--- src/rtl/registro_solicitudes.sv ---
// Request register and door timer for a four-floor elevator: latches hall/cabin
// calls, detects stops, and holds the door open while clearing the calls served at this floor.
module registro_solicitudes #(
  parameter int unsigned TIEMPO_PUERTA = 8
) (
  input  logic       clk,
  input  logic       rst,
  input  logic [9:0] botones,
  input  logic [3:0] estado,
  output logic [9:0] s,
  output logic       esperar,
  output logic       puerta_abierta
);

  typedef enum logic {
    CERRADA = 1'b0,
    ABIERTA = 1'b1
  } puerta_t;

  localparam logic [7:0] CNT_CARGA = 8'(TIEMPO_PUERTA - 1);

  puerta_t    state, state_n;
  logic [7:0] cnt, cnt_n;
  logic [9:0] s_n;
  logic       mov_prev;
  logic       parada;
  logic [9:0] servido;

  logic       moviendo;
  logic       subiendo;
  logic [1:0] piso;

  assign moviendo = estado[3];
  assign subiendo = estado[2];
  assign piso     = estado[1:0];

  // A stop is a falling edge of the moving flag; mov_prev resets to 0 so the
  // first cycle after reset can never look like a stop.
  assign parada = mov_prev & ~moviendo;

  // Calls answered at the current floor in the current direction. The end
  // floors only have one hall button, answered regardless of direction.
  always_comb begin
    servido = '0;
    servido[6 + int'(piso)] = 1'b1;
    case (piso)
      2'd0: servido[0] = 1'b1;
      2'd1: begin
        if (subiendo) servido[2] = 1'b1;
        else          servido[1] = 1'b1;
      end
      2'd2: begin
        if (subiendo) servido[4] = 1'b1;
        else          servido[3] = 1'b1;
      end
      default: servido[5] = 1'b1;
    endcase
  end

  always_comb begin
    state_n = state;
    cnt_n   = cnt;
    s_n     = s | botones;
    case (state)
      CERRADA: begin
        if (parada || (!moviendo && |(servido & (s | botones)))) begin
          state_n = ABIERTA;
          cnt_n   = CNT_CARGA;
          s_n     = (s | botones) & ~servido;
        end
      end
      ABIERTA: begin
        if (moviendo) begin
          state_n = CERRADA;
        end else begin
          // Served presses never latch while open; they only restart the timer.
          s_n = s | (botones & ~servido);
          if (|(botones & servido)) begin
            cnt_n = CNT_CARGA;
          end else if (cnt == 8'd0) begin
            state_n = CERRADA;
          end else begin
            cnt_n = cnt - 8'd1;
          end
        end
      end
      default: state_n = CERRADA;
    endcase
  end

  always_ff @(posedge clk) begin
    if (rst) begin
      state    <= CERRADA;
      cnt      <= '0;
      s        <= '0;
      mov_prev <= 1'b0;
    end else begin
      state    <= state_n;
      cnt      <= cnt_n;
      s        <= s_n;
      mov_prev <= moviendo;
    end
  end

  assign esperar        = (state == ABIERTA);
  assign puerta_abierta = esperar;

endmodule

--- config.mk ---
export PLATFORM = sky130hd
export DESIGN_NAME = registro_solicitudes
export DESIGN_NICKNAME = d
export VERILOG_FILES = /design/src/rtl/registro_solicitudes.sv
export SDC_FILE = /design/constraint.sdc
export NUM_CORES = 1
export LEC_CHECK = 0
export CORE_ASPECT_RATIO = 1.1
export CORE_UTILIZATION = 53
export CTS_CLUSTER_SIZE = 24
export DETAILED_ROUTE_END_ITERATION = 10
export GPL_TIMING_DRIVEN = 0
export PLACE_DENSITY = 0.84
export SETUP_SLACK_MARGIN = 0.05
export SLEW_MARGIN = 20
export SYNTH_ARGS = -nofsm -noshare
export SYNTH_HDL_FRONTEND = slang
export SYNTH_SLANG_ARGS = --single-unit
--- constraint.sdc ---
create_clock -name clk -period 4.7 [get_ports clk]
set_input_delay 1.175 -clock clk [delete_from_list [all_inputs] [get_ports clk]]
set_output_delay 1.175 -clock clk [all_outputs]
set_load 0.02 [all_outputs]
==> results of run 1 <==
registers in the layout (all words and copies together), names as in the netlist:
name      flops
cnt           8
s            10
mov_prev      1
esperar       1
cell type report:
cell class              count  share of cell area, %
clock buffers               3                  1.456
inverters                   4                 0.9709
flip-flops and latches     20                  25.89
multi-input cells         109                  49.51
plain buffers               7                  2.427
well taps                  28                  2.265
repair buffers             27                  17.48
worst min path at each step:
stage | startpoint | end | slack [ns] | cells past startpoint
2_1_floorplan | cnt[1]$_SDFFE_PP0P_ | cnt[1]$_SDFFE_PP0P_ | 0.48 | 1
3_3_place_gp | cnt[1]$_SDFFE_PP0P_ | cnt[1]$_SDFFE_PP0P_ | 0.50 | 1
3_5_place_dp | cnt[1]$_SDFFE_PP0P_ | cnt[1]$_SDFFE_PP0P_ | 0.51 | 1
4_1_cts | cnt[1]$_SDFFE_PP0P_ | cnt[1]$_SDFFE_PP0P_ | 0.53 | 1
5_1_grt | cnt[1]$_SDFFE_PP0P_ | cnt[1]$_SDFFE_PP0P_ | 0.55 | 1
6_report | cnt[1]$_SDFFE_PP0P_ | cnt[1]$_SDFFE_PP0P_ | 0.53 | 1
where the power goes:
group | internal, W | switching, W | total, W
Sequential | 0.000181 | 0.00000977 | 0.000191
Clock | 0.0000299 | 0.0000522 | 0.0000821
Combinational | 0.0000596 | 0.0000653 | 0.000125
kinds of logic (layout without fill, tap and decap cells):
| family | Yosys count | in the layout | synth area share [%] |
|---|---|---|---|
| AO/OA/AOI/OAI | 47 | 47 | 31.21 |
| adder cells (fa/ha/maj) | 1 | 1 | 1.027 |
| buffers and inverters | 11 | 41 | 4.311 |
| flip-flops | 20 | 20 | 32.85 |
| multiplexers | 2 | 2 | 1.643 |
| AND/OR/NAND/NOR | 59 | 59 | 28.95 |
placed cells by master (no fill, tap or decap), types with 2 or more instances in the layout:
master / netlist / layout
a211oi_1: 7 / 7
nand3_1: 3 / 3
mux2i_1: 2 / 2
dfxtp_1: 20 / 20
a311oi_1: 4 / 4
nor2b_1: 6 / 6
or3b_1: 2 / 2
nand2_1: 8 / 8
nand3b_1: 2 / 2
nand2b_1: 3 / 3
nor3_1: 3 / 3
nor4_1: 4 / 4
nor3_2: 2 / 2
o22ai_1: 4 / 4
clkbuf_4: 0 / 3
nor2_1: 14 / 14
or2_2: 2 / 2
o21a_1: 3 / 3
buf_2: 3 / 3
a311oi_2: 2 / 2
nor3b_1: 2 / 2
a21oi_1: 15 / 15
inv_1: 4 / 4
clkbuf_1: 2 / 2
clkdlybuf4s50_1: 0 / 27
buf_4: 2 / 2
per-layer routing:
layer | vias to the layer above | wire [um] | GRT usage, %
li1 | 595 | - | -
met1 | 575 | 1233 | 30.19
met2 | 46 | 1431 | 40.54
met3 | 7 | 153 | 4.483
met4 | 0 | 61 | 14.81
met5 | - | 0 | 0
through the flow:
step / std cells / hold slack (ns) / power, W / util, %
finish: 198 / 0.5330 / 0.0003977 / 74.19
global route: 198 / 0.5548 / 0.0004186 / 74.19
CTS: 198 / 0.5336 / 0.0004005 / 74.19
detailed placement: 195 / 0.5084 / 0.0003188 / 73.11
global placement: 195 / 0.4992 / 0.0003152 / 73.11
floorplan: 140 / 0.4799 / 0.0002711 / -
==> out/results.tsv, run 1 <==
metric	value	unit
Gate Count Post-Synth	140	
unique cell type count in the Yosys netlist	45	
Final period util	65.31	%
CP endpoint	cnt[5]$_SDFFE_PP0P_	
die area	0.002495	mm2
CP startpoint kind	primary input	
wirelength, routed	2879	um
vias in the first global route	1078	
post_cts resized	0	
Critical path buffers and inverters	1	
Initial Utilization	58.46	%
Initial DRC Count	24	
RR Startpoint	cnt[0]$_SDFFE_PP0P_	
most frequent cell after synthesis	dfxtp_1	
area share of the largest cell type after synthesis	32.85	%
FF-to-FF End	cnt[2]$_SDFFE_PP0P_	
outcome	finished clean	
CP Cell Sequence	clkdlybuf4s50_1 -> nor3b_1 -> o32ai_2 -> nor3_1 -> a21oi_1 -> a311oi_2	
Synth Flop Type	dfxtp_1	
largest net degree at the start of global routing	11	
Clock Latency Late Sink	0.30	ns
leakage	0.5262	nW
Fin Setup TNS	0	ns
instance count on the critical path	6	
Via density	6.177	
Setup crit end kind	register	
global route overflow	0	
clock tree sinks	20	
Worst Setup SP	estado[1]	
RSZ-0062 raised after global routing	false	
antenna violations before repair	0	
layout cells sized above 1	13.53	%
row cnt	17	
Post-Syn Area	0.001219	mm2
CTS root buffer	clkbuf_4	
CP Class	in2reg	
GPL Wtd Cong	0.9156	
Tmin final	3.070	ns
Bufs on Longest Clock Path	2	
CP Max Fanout	8	
post-route cell area	0.001546	mm2
# setup viols final	0	
count of final hold-check violations	0	
Worst-Margin Slew	0.6912	ns
Yosys warning count	0	
Synth top cells by count	20 x dfxtp_1, 15 x a21oi_1, 14 x nor2_1	
Peak VDD IR	210.1	uV
chip height	52.29	um
Async SR Flop Fraction	0	%
DRC violations left	0	
Pins Over Slew Limit	0	
sequential cell area	400.4	um2
CTS tree	done	
Yosys top cell by area	dfxtp_1	
clk slew on worst S/H paths	0.11	ns
area taken by multi-input logic gates	765.7	um2
Vias	1223	
Reg2Reg Setup Slack	2.56	ns
dpl cell area	0.001524	mm2
# Max-Cap Violations	0	
reg2reg path depth	7	
fillers	173	
relative slew slack	53.57	%
Die X	47.72	um
Detail Placement HPWL	2198	um
number of setup buffers added after CTS	0	
num ports	28	
Mean Syn Cell Area	8.705	um2
NumNets Final	189	
Layout area overhead	26.90	%
CTS Buf Count	3	
Worst path top cell family by delay	simple AND/OR/NAND/NOR gates	
Worst Path Required	4.93	ns
Post-synth EDFFs	0	
# hold bufs at CTS	0	
PortBufs	27	
Max Freq	325.8	MHz
top post-synthesis cells by area	dfxtp_1 33%, a21oi_1 6.2%, a211oi_1 4.3%, nor2_1 4.3%, nor2b_1 3.1%	
Seq/Total Area, Yosys	32.85	%
antenna cells	0	
HP Class	reg2reg	
Total GRT Usage	25.24	%
skew final	0.001951	ns
Synth Net Count	157	
critical path arrival	3.30	ns
Worst path max stage delay	0.61	ns
H-tree level count	1	
setup slack at placement	1.329	ns
CP max-delay cell	nor3_1	
core area	0.002085	mm2
wire per inst	14.54	um
post-route ant nets	0	
PnR worst setup slack	1.630	ns
PD cells	257.1	mW/mm2
first-pass GRT wire length	4519	um
drt first pass iters	4	
number of synthesized register bits	20	
No activity file was read; power rests on OpenSTA's default activity.
==> inputs of run 2 (changes only) <==
--- a/config.mk
+++ b/config.mk
@@ -6,11 +6,11 @@
 export NUM_CORES = 1
 export LEC_CHECK = 0
 export CORE_ASPECT_RATIO = 1.1
-export CORE_UTILIZATION = 53
+export CORE_UTILIZATION = 49
 export CTS_CLUSTER_SIZE = 24
 export DETAILED_ROUTE_END_ITERATION = 10
 export GPL_TIMING_DRIVEN = 0
-export PLACE_DENSITY = 0.84
+export PLACE_DENSITY = 0.78
 export SETUP_SLACK_MARGIN = 0.05
 export SLEW_MARGIN = 20
 export SYNTH_ARGS = -nofsm -noshare
==> constraint.sdc (replaced) <==
create_clock -name clk -period 3.1 [get_ports clk]
set_input_delay 0.775 -clock clk [delete_from_list [all_inputs] [get_ports clk]]
set_output_delay 0.775 -clock clk [all_outputs]
set_load 0.02 [all_outputs]
==> run 2 against run 1 <==
Net effect: power is 73% higher; via count is 3.7% lower; first-iteration DRC count is 4.2% higher; sequential power is 51% higher; hold slack worse by 0.0030 ns; final cell count is 1.5% higher; critical path type unchanged; critical endpoint unchanged; largest power group unchanged; highest routed layer unchanged.
==> out/results.tsv, run 2 (synthesis gave the netlist of run 1 again) <==
metric	value	unit	change
CP Max Fanout	10		+2
Pins Over Slew Limit	0		unchanged
Worst Path Required	3.33	ns	-1.60 ns
leakage	0.5403	nW	+2.7%
Via density	5.861		-5.1%
GPL Wtd Cong	0.8500		-7.2%
post_cts resized	0		unchanged
Worst path top cell family by delay	buffers and inverters		
Fin Setup TNS	0	ns	unchanged
Sequential Power Share	41.9	%	-6.1 points
# setup viols final	0		unchanged
DRC violations left	0		unchanged
Peak VDD IR	342.8	uV	+63%
CP Cell Sequence	clkdlybuf4s50_1 -> buf_4 -> mux2i_1 -> o22ai_1 -> nor3_1 -> a21oi_1 -> a311oi_2		
skew final	0.01198	ns	+0.01003 ns
wire per inst	14.29	um	-1.7%
Non-Filler Instances	201		+1.5%
CP Class	in2reg		
fillers	187		+8.1%
# Max-Cap Violations	0		unchanged
Bufs on Longest Clock Path	2		unchanged
combinational share of power	27.4	%	-4.0 points
chip height	54.31	um	+3.9%
Largest Register	s		
Setup crit end kind	register		
Critical path buffers and inverters	2		+1
Total GRT Usage	22.84	%	-2.4 points
most common cell after layout, fill and taps aside	clkdlybuf4s50_1		
Max Freq	378.9	MHz	
number of setup buffers added after CTS	0		unchanged
met3 wire len	103	um	-33%
Initial DRC Count	25		+4.2%
global route overflow	0		unchanged
Detail Placement HPWL	2195	um	-0.15%
internal power	0.0004954	W	+83%
CP startpoint kind	primary input		
DR WL met2	1437	um	+0.42%
PD cells	436.9	mW/mm2	+70%
Worst-Margin Slew	0.6758	ns	-0.01538 ns
Initial Utilization	53.05	%	-5.4 points
antenna violations before repair	0		unchanged
outcome	finished clean		
PnR worst setup slack	0.4610	ns	-1.169 ns
max reg flops	10		unchanged
PortBufs	27		unchanged
relative slew slack	54.70	%	+1.1 points
Die X	49.55	um	+3.8%
Clock Latency Late Sink	0.31	ns	about the same
Layout area overhead	29.57	%	
DRT met1 WL	1297	um	+5.2%
CTS Buf Count	3		unchanged
HP Class	reg2reg		
drt first pass iters	4		unchanged
most frequent cells in the layout	27 x clkdlybuf4s50_1, 20 x dfxtp_1, 15 x a21oi_1		
die area	0.002691	mm2	+7.8%
critical path arrival	2.87	ns	-0.43 ns
RSZ-0062 raised after global routing	false		
num ports	28		unchanged
DR top layer	met4		
largest net degree at the start of global routing	13		+2
NumNets Final	189		unchanged
# hold bufs at CTS	0		unchanged
DP Cell Count	197		+1.0%
clk slew on worst S/H paths	0.12	ns	about the same
Clock power frac	30.8	%	+10 points
wirelength, routed	2873	um	-0.21%
Psw	0.0001945	W	+53%
row cnt	18		+1
CTS root buffer	clkbuf_4		
post-route ant nets	0		unchanged
Final period util	85.13	%	
core area	0.002297	mm2	+10%
Worst path max stage delay	0.58	ns	-0.03 ns
first-pass GRT wire length	4554	um	+0.77%
Net Sw Frac	28.19	%	-3.8 points
Tmin final	2.639	ns	
CTS tree	done		
vias in the first global route	1019		-5.5%
Vias	1178		-3.7%
top flop regs	s: 10 flops, cnt: 8 flops		
CP max-delay cell	nor3_1		
clock tree sinks	20		unchanged
count of final hold-check violations	0		unchanged
setup slack at placement	0.1511	ns	-1.178 ns
H-tree level count	1		unchanged
antenna cells	0		unchanged
layout cells sized above 1	14.04	%	+0.51 points
Reg2Reg Setup Slack	0.94	ns	-1.62 ns
post-route cell area	0.001579	mm2	+2.1%
dpl cell area	0.001526	mm2	+0.16%
## run 2: metal layers
metal  GRT usage (%)  vias to the layer above
met5               0                        -
met4           11.43                        0
met3           3.611                        4
met2           41.22                       29
met1           26.64                      545
li1                -                      600
## run 2: final cells by class
type                       instances  area [um2]  area share (%)
multi-input combinational        109       765.7           48.49
sequential                        20       400.4           25.36
timing repair buffer              27       270.3           17.12
buffer                             7       37.54           2.377
tap                               30       37.54           2.377
clock inverter                     1       30.03           1.902
clock buffer                       3       22.52           1.426
inverter                           4       15.01          0.9509
## run 2: power by group through the flow
stage	Sequential [W]	Combinational [W]	Clock (W)
6_report	0.000289	0.000189	0.000212
5_1_grt	0.000292	0.000205	0.000229
3_3_place_gp	0.000294	0.000184	0
2_1_floorplan	0.000307	0.000104	0
4_1_cts	0.000289	0.000189	0.000219
3_5_place_dp	0.000295	0.000188	0
## run 2: path summary, 6_finish.rpt
check                            from                   to  cells after the start
hold reg to reg   cnt[1]$_SDFFE_PP0P_  cnt[1]$_SDFFE_PP0P_                      1
setup / recovery            estado[2]  cnt[5]$_SDFFE_PP0P_                      7
hold / removal    cnt[1]$_SDFFE_PP0P_  cnt[1]$_SDFFE_PP0P_                      1
setup reg to reg  cnt[0]$_SDFFE_PP0P_  cnt[2]$_SDFFE_PP0P_                      7
## run 2: through the flow
stage	utilization (%)	total power (W)	hold slack, ns
after floorplan	-	0.0004110	0.4799
after global placement	66.45	0.0004784	0.4967
after detailed placement	66.45	0.0004829	0.5074
after CTS	68.74	0.0006968	0.5310
after global routing	68.74	0.0007260	0.5508
final	68.74	0.0006899	0.5300
## run 2: worst reg2reg max path: stages, from the launching register on
cell and delay, ns:
dfxtp_1 0.36, inv_1 0.07, ha_1 0.17, or3b_4 0.43, o41ai_4 0.40, nor3_1 0.20, a221oi_1 0.33, o21a_1 0.16
==> inputs of run 3 (changes only) <==
--- a/config.mk
+++ b/config.mk
@@ -6,11 +6,12 @@
 export NUM_CORES = 1
 export LEC_CHECK = 0
 export CORE_ASPECT_RATIO = 1.1
-export CORE_UTILIZATION = 49
+export CORE_UTILIZATION = 55
 export CTS_CLUSTER_SIZE = 24
 export DETAILED_ROUTE_END_ITERATION = 10
+export DONT_BUFFER_PORTS = 1
 export GPL_TIMING_DRIVEN = 0
-export PLACE_DENSITY = 0.78
+export PLACE_DENSITY = 0.7
 export SETUP_SLACK_MARGIN = 0.05
 export SLEW_MARGIN = 20
 export SYNTH_ARGS = -nofsm -noshare
==> run 3 against run 2 <==
Net effect: combinational power decreased by 35%; power fell by 21%; sequential share of layout area is 6.0 points higher; non-clock buffer count decreased by 27; maximum frequency rose by 23%; sequential power rose by 6%; critical path type is now reg2reg.
==> out/results.tsv, run 3 (synthesis gave the netlist of run 1 again) <==
metric	value	unit	change
# hold bufs at CTS	0		unchanged
number of setup buffers added after CTS	0		unchanged
GR Layer Usage met2	40.28	%	-0.94 points
CP max-delay cell	dfxtp_1		
max reg flops	10		unchanged
grt met1 use	28.26	%	+1.6 points
wirelength, routed	2607	um	-9.3%
Worst-Margin Slew	0.6552	ns	-0.02058 ns
outcome	finished clean		
clk slew on worst S/H paths	0.11	ns	about the same
leakage	0.4233	nW	-22%
post-route ant nets	0		unchanged
Max Freq	467.7	MHz	+23%
layout cells sized above 1	16.08	%	+2.0 points
PD cells	428.9	mW/mm2	-1.8%
CP startpoint kind	register		
Pins Over Slew Limit	0		unchanged
reg2reg path depth	6		-1
wire per inst	15.25	um	+6.7%
CP endpoint	cnt[5]$_SDFFE_PP0P_		
antenna cells	0		unchanged
H-tree level count	1		unchanged
most common cell after layout, fill and taps aside	dfxtp_1		
CP Cell Sequence	nor2b_1 -> buf_2 -> o41ai_4 -> nor3_1 -> a21oi_1 -> a311oi_2		
final hold slack	0.5250	ns	-0.004979 ns
Reg2Reg Setup Slack	0.96	ns	+0.02 ns
# Max-Cap Violations	0		unchanged
Worst Setup SP	esperar$_SDFF_PP0_		
HP Class	reg2reg		
row cnt	17		-1
post_cts resized	0		unchanged
first-pass GRT wire length	4029	um	-12%
count of final hold-check violations	0		unchanged
Detail Placement HPWL	1976	um	-10%
skew final	0.0008380	ns	-0.01114 ns
Fin Setup TNS	0	ns	unchanged
Clock Latency Late Sink	0.29	ns	-0.02 ns
Total GRT Usage	23.73	%	+0.89 points
Initial DRC Count	12		-52%
num ports	28		unchanged
NumNets Final	162		-14%
CTS tree	done		
Largest Register	s		
Setup crit end kind	register		
RR Startpoint	esperar$_SDFF_PP0_		
CP Class	reg2reg		
most frequent cells in the layout	20 x dfxtp_1, 15 x a21oi_1, 14 x nor2_1		
CP Max Fanout	9		-1
Vias	1059		-10%
core area	0.002042	mm2	-11%
Worst path max stage delay	0.55	ns	-0.03 ns
Layout area overhead	4.722	%	
CTS root buffer	clkbuf_4		
top flop regs	s: 10 flops, cnt: 8 flops		
vias in the first global route	932		-8.5%
GPL Wtd Cong	0.8269		-2.7%
FF-to-FF End	cnt[5]$_SDFFE_PP0P_		
CTS Buf Count	3		unchanged
global route overflow	0		unchanged
Bufs on Longest Clock Path	2		unchanged
chip height	51.37	um	-5.4%
fillers	204		+9.1%
relative slew slack	55.98	%	+1.3 points
drt first pass iters	4		unchanged
clock tree sinks	20		unchanged
DRC violations left	0		unchanged
Worst Path Required	3.31	ns	-0.02 ns
busiest grt layer	met2		
Via density	6.193		+5.7%
PortBufs	0		-100%
antenna violations before repair	0		unchanged
die area	0.002408	mm2	-11%
RSZ-0062 raised after global routing	false		
Peak VDD IR	260.8	uV	-24%
# setup viols final	0		unchanged
Die X	46.88	um	-5.4%
Initial Utilization	59.68	%	+6.6 points
Tmin final	2.138	ns	-0.5010 ns
critical path arrival	2.35	ns	-0.52 ns
Final period util	68.97	%	-16 points
grt met3 use	4.240	%	+0.63 points
largest net degree at the start of global routing	11		-2
run 3: cell type report:
type                            count  area (um2)  area share (%)
Inverter                            4       15.01           1.176
Tap cell                           28       35.03           2.745
Buffer                              7       37.54           2.941
Sequential cell                    20       400.4           31.37
Multi-Input combinational cell    109       765.7           60.00
Clock buffer                        3       22.52           1.765
run 3: where the power goes:
part           leakage [nW]  switching [W]  internal (W)
combinational         0.244      0.0000690     0.0000540
sequential            0.166      0.0000304      0.000274
clock                0.0138      0.0000745     0.0000452
total                 0.423       0.000174      0.000373
run 3: worst min path at each step:
| stage | from | end | slack (ns) | cells after the start |
|---|---|---|---|---|
| finish | cnt[1]$_SDFFE_PP0P_ | cnt[1]$_SDFFE_PP0P_ | 0.52 | 1 |
| global route | cnt[3]$_SDFFE_PP0P_ | cnt[3]$_SDFFE_PP0P_ | 0.55 | 2 |
| CTS | cnt[1]$_SDFFE_PP0P_ | cnt[1]$_SDFFE_PP0P_ | 0.53 | 1 |
| detailed placement | cnt[1]$_SDFFE_PP0P_ | cnt[1]$_SDFFE_PP0P_ | 0.50 | 1 |
| global placement | cnt[1]$_SDFFE_PP0P_ | cnt[1]$_SDFFE_PP0P_ | 0.50 | 1 |
| floorplan | cnt[1]$_SDFFE_PP0P_ | cnt[1]$_SDFFE_PP0P_ | 0.48 | 1 |
run 3: per-stage QoR:
| stage | setup WS (ns) | total power (W) | std cells | util, % | area [um2] |
|---|---|---|---|---|---|
| finish | 0.9620 | 0.0005474 | 171 | 62.50 | 1276 |
| global placement | 0.6709 | 0.0004304 | 168 | 61.40 | 1254 |
| floorplan | 0.8878 | 0.0004110 | 140 | - | 1219 |
| detailed placement | 0.6671 | 0.0004344 | 168 | 61.40 | 1254 |
| global route | 0.8169 | 0.0005824 | 171 | 62.50 | 1276 |
| CTS | 0.9445 | 0.0005561 | 171 | 62.50 | 1276 |
run 3: worst max-delay path: cells and delay by family (launching register included):
| family | cells | cell delay (ns) |
|---|---|---|
| flops | 1 | 0.55 |
| simple gates | 2 | 0.70 |
| buf+inv | 1 | 0.25 |
| compound gates | 3 | 0.57 |
run 3: routing by layer:
metal | vias up | part of all wire [%]
li1 | 540 | -
met1 | 494 | 43
met2 | 23 | 51
met3 | 2 | 4.7
met4 | 0 | 0.65
met5 | - | 0
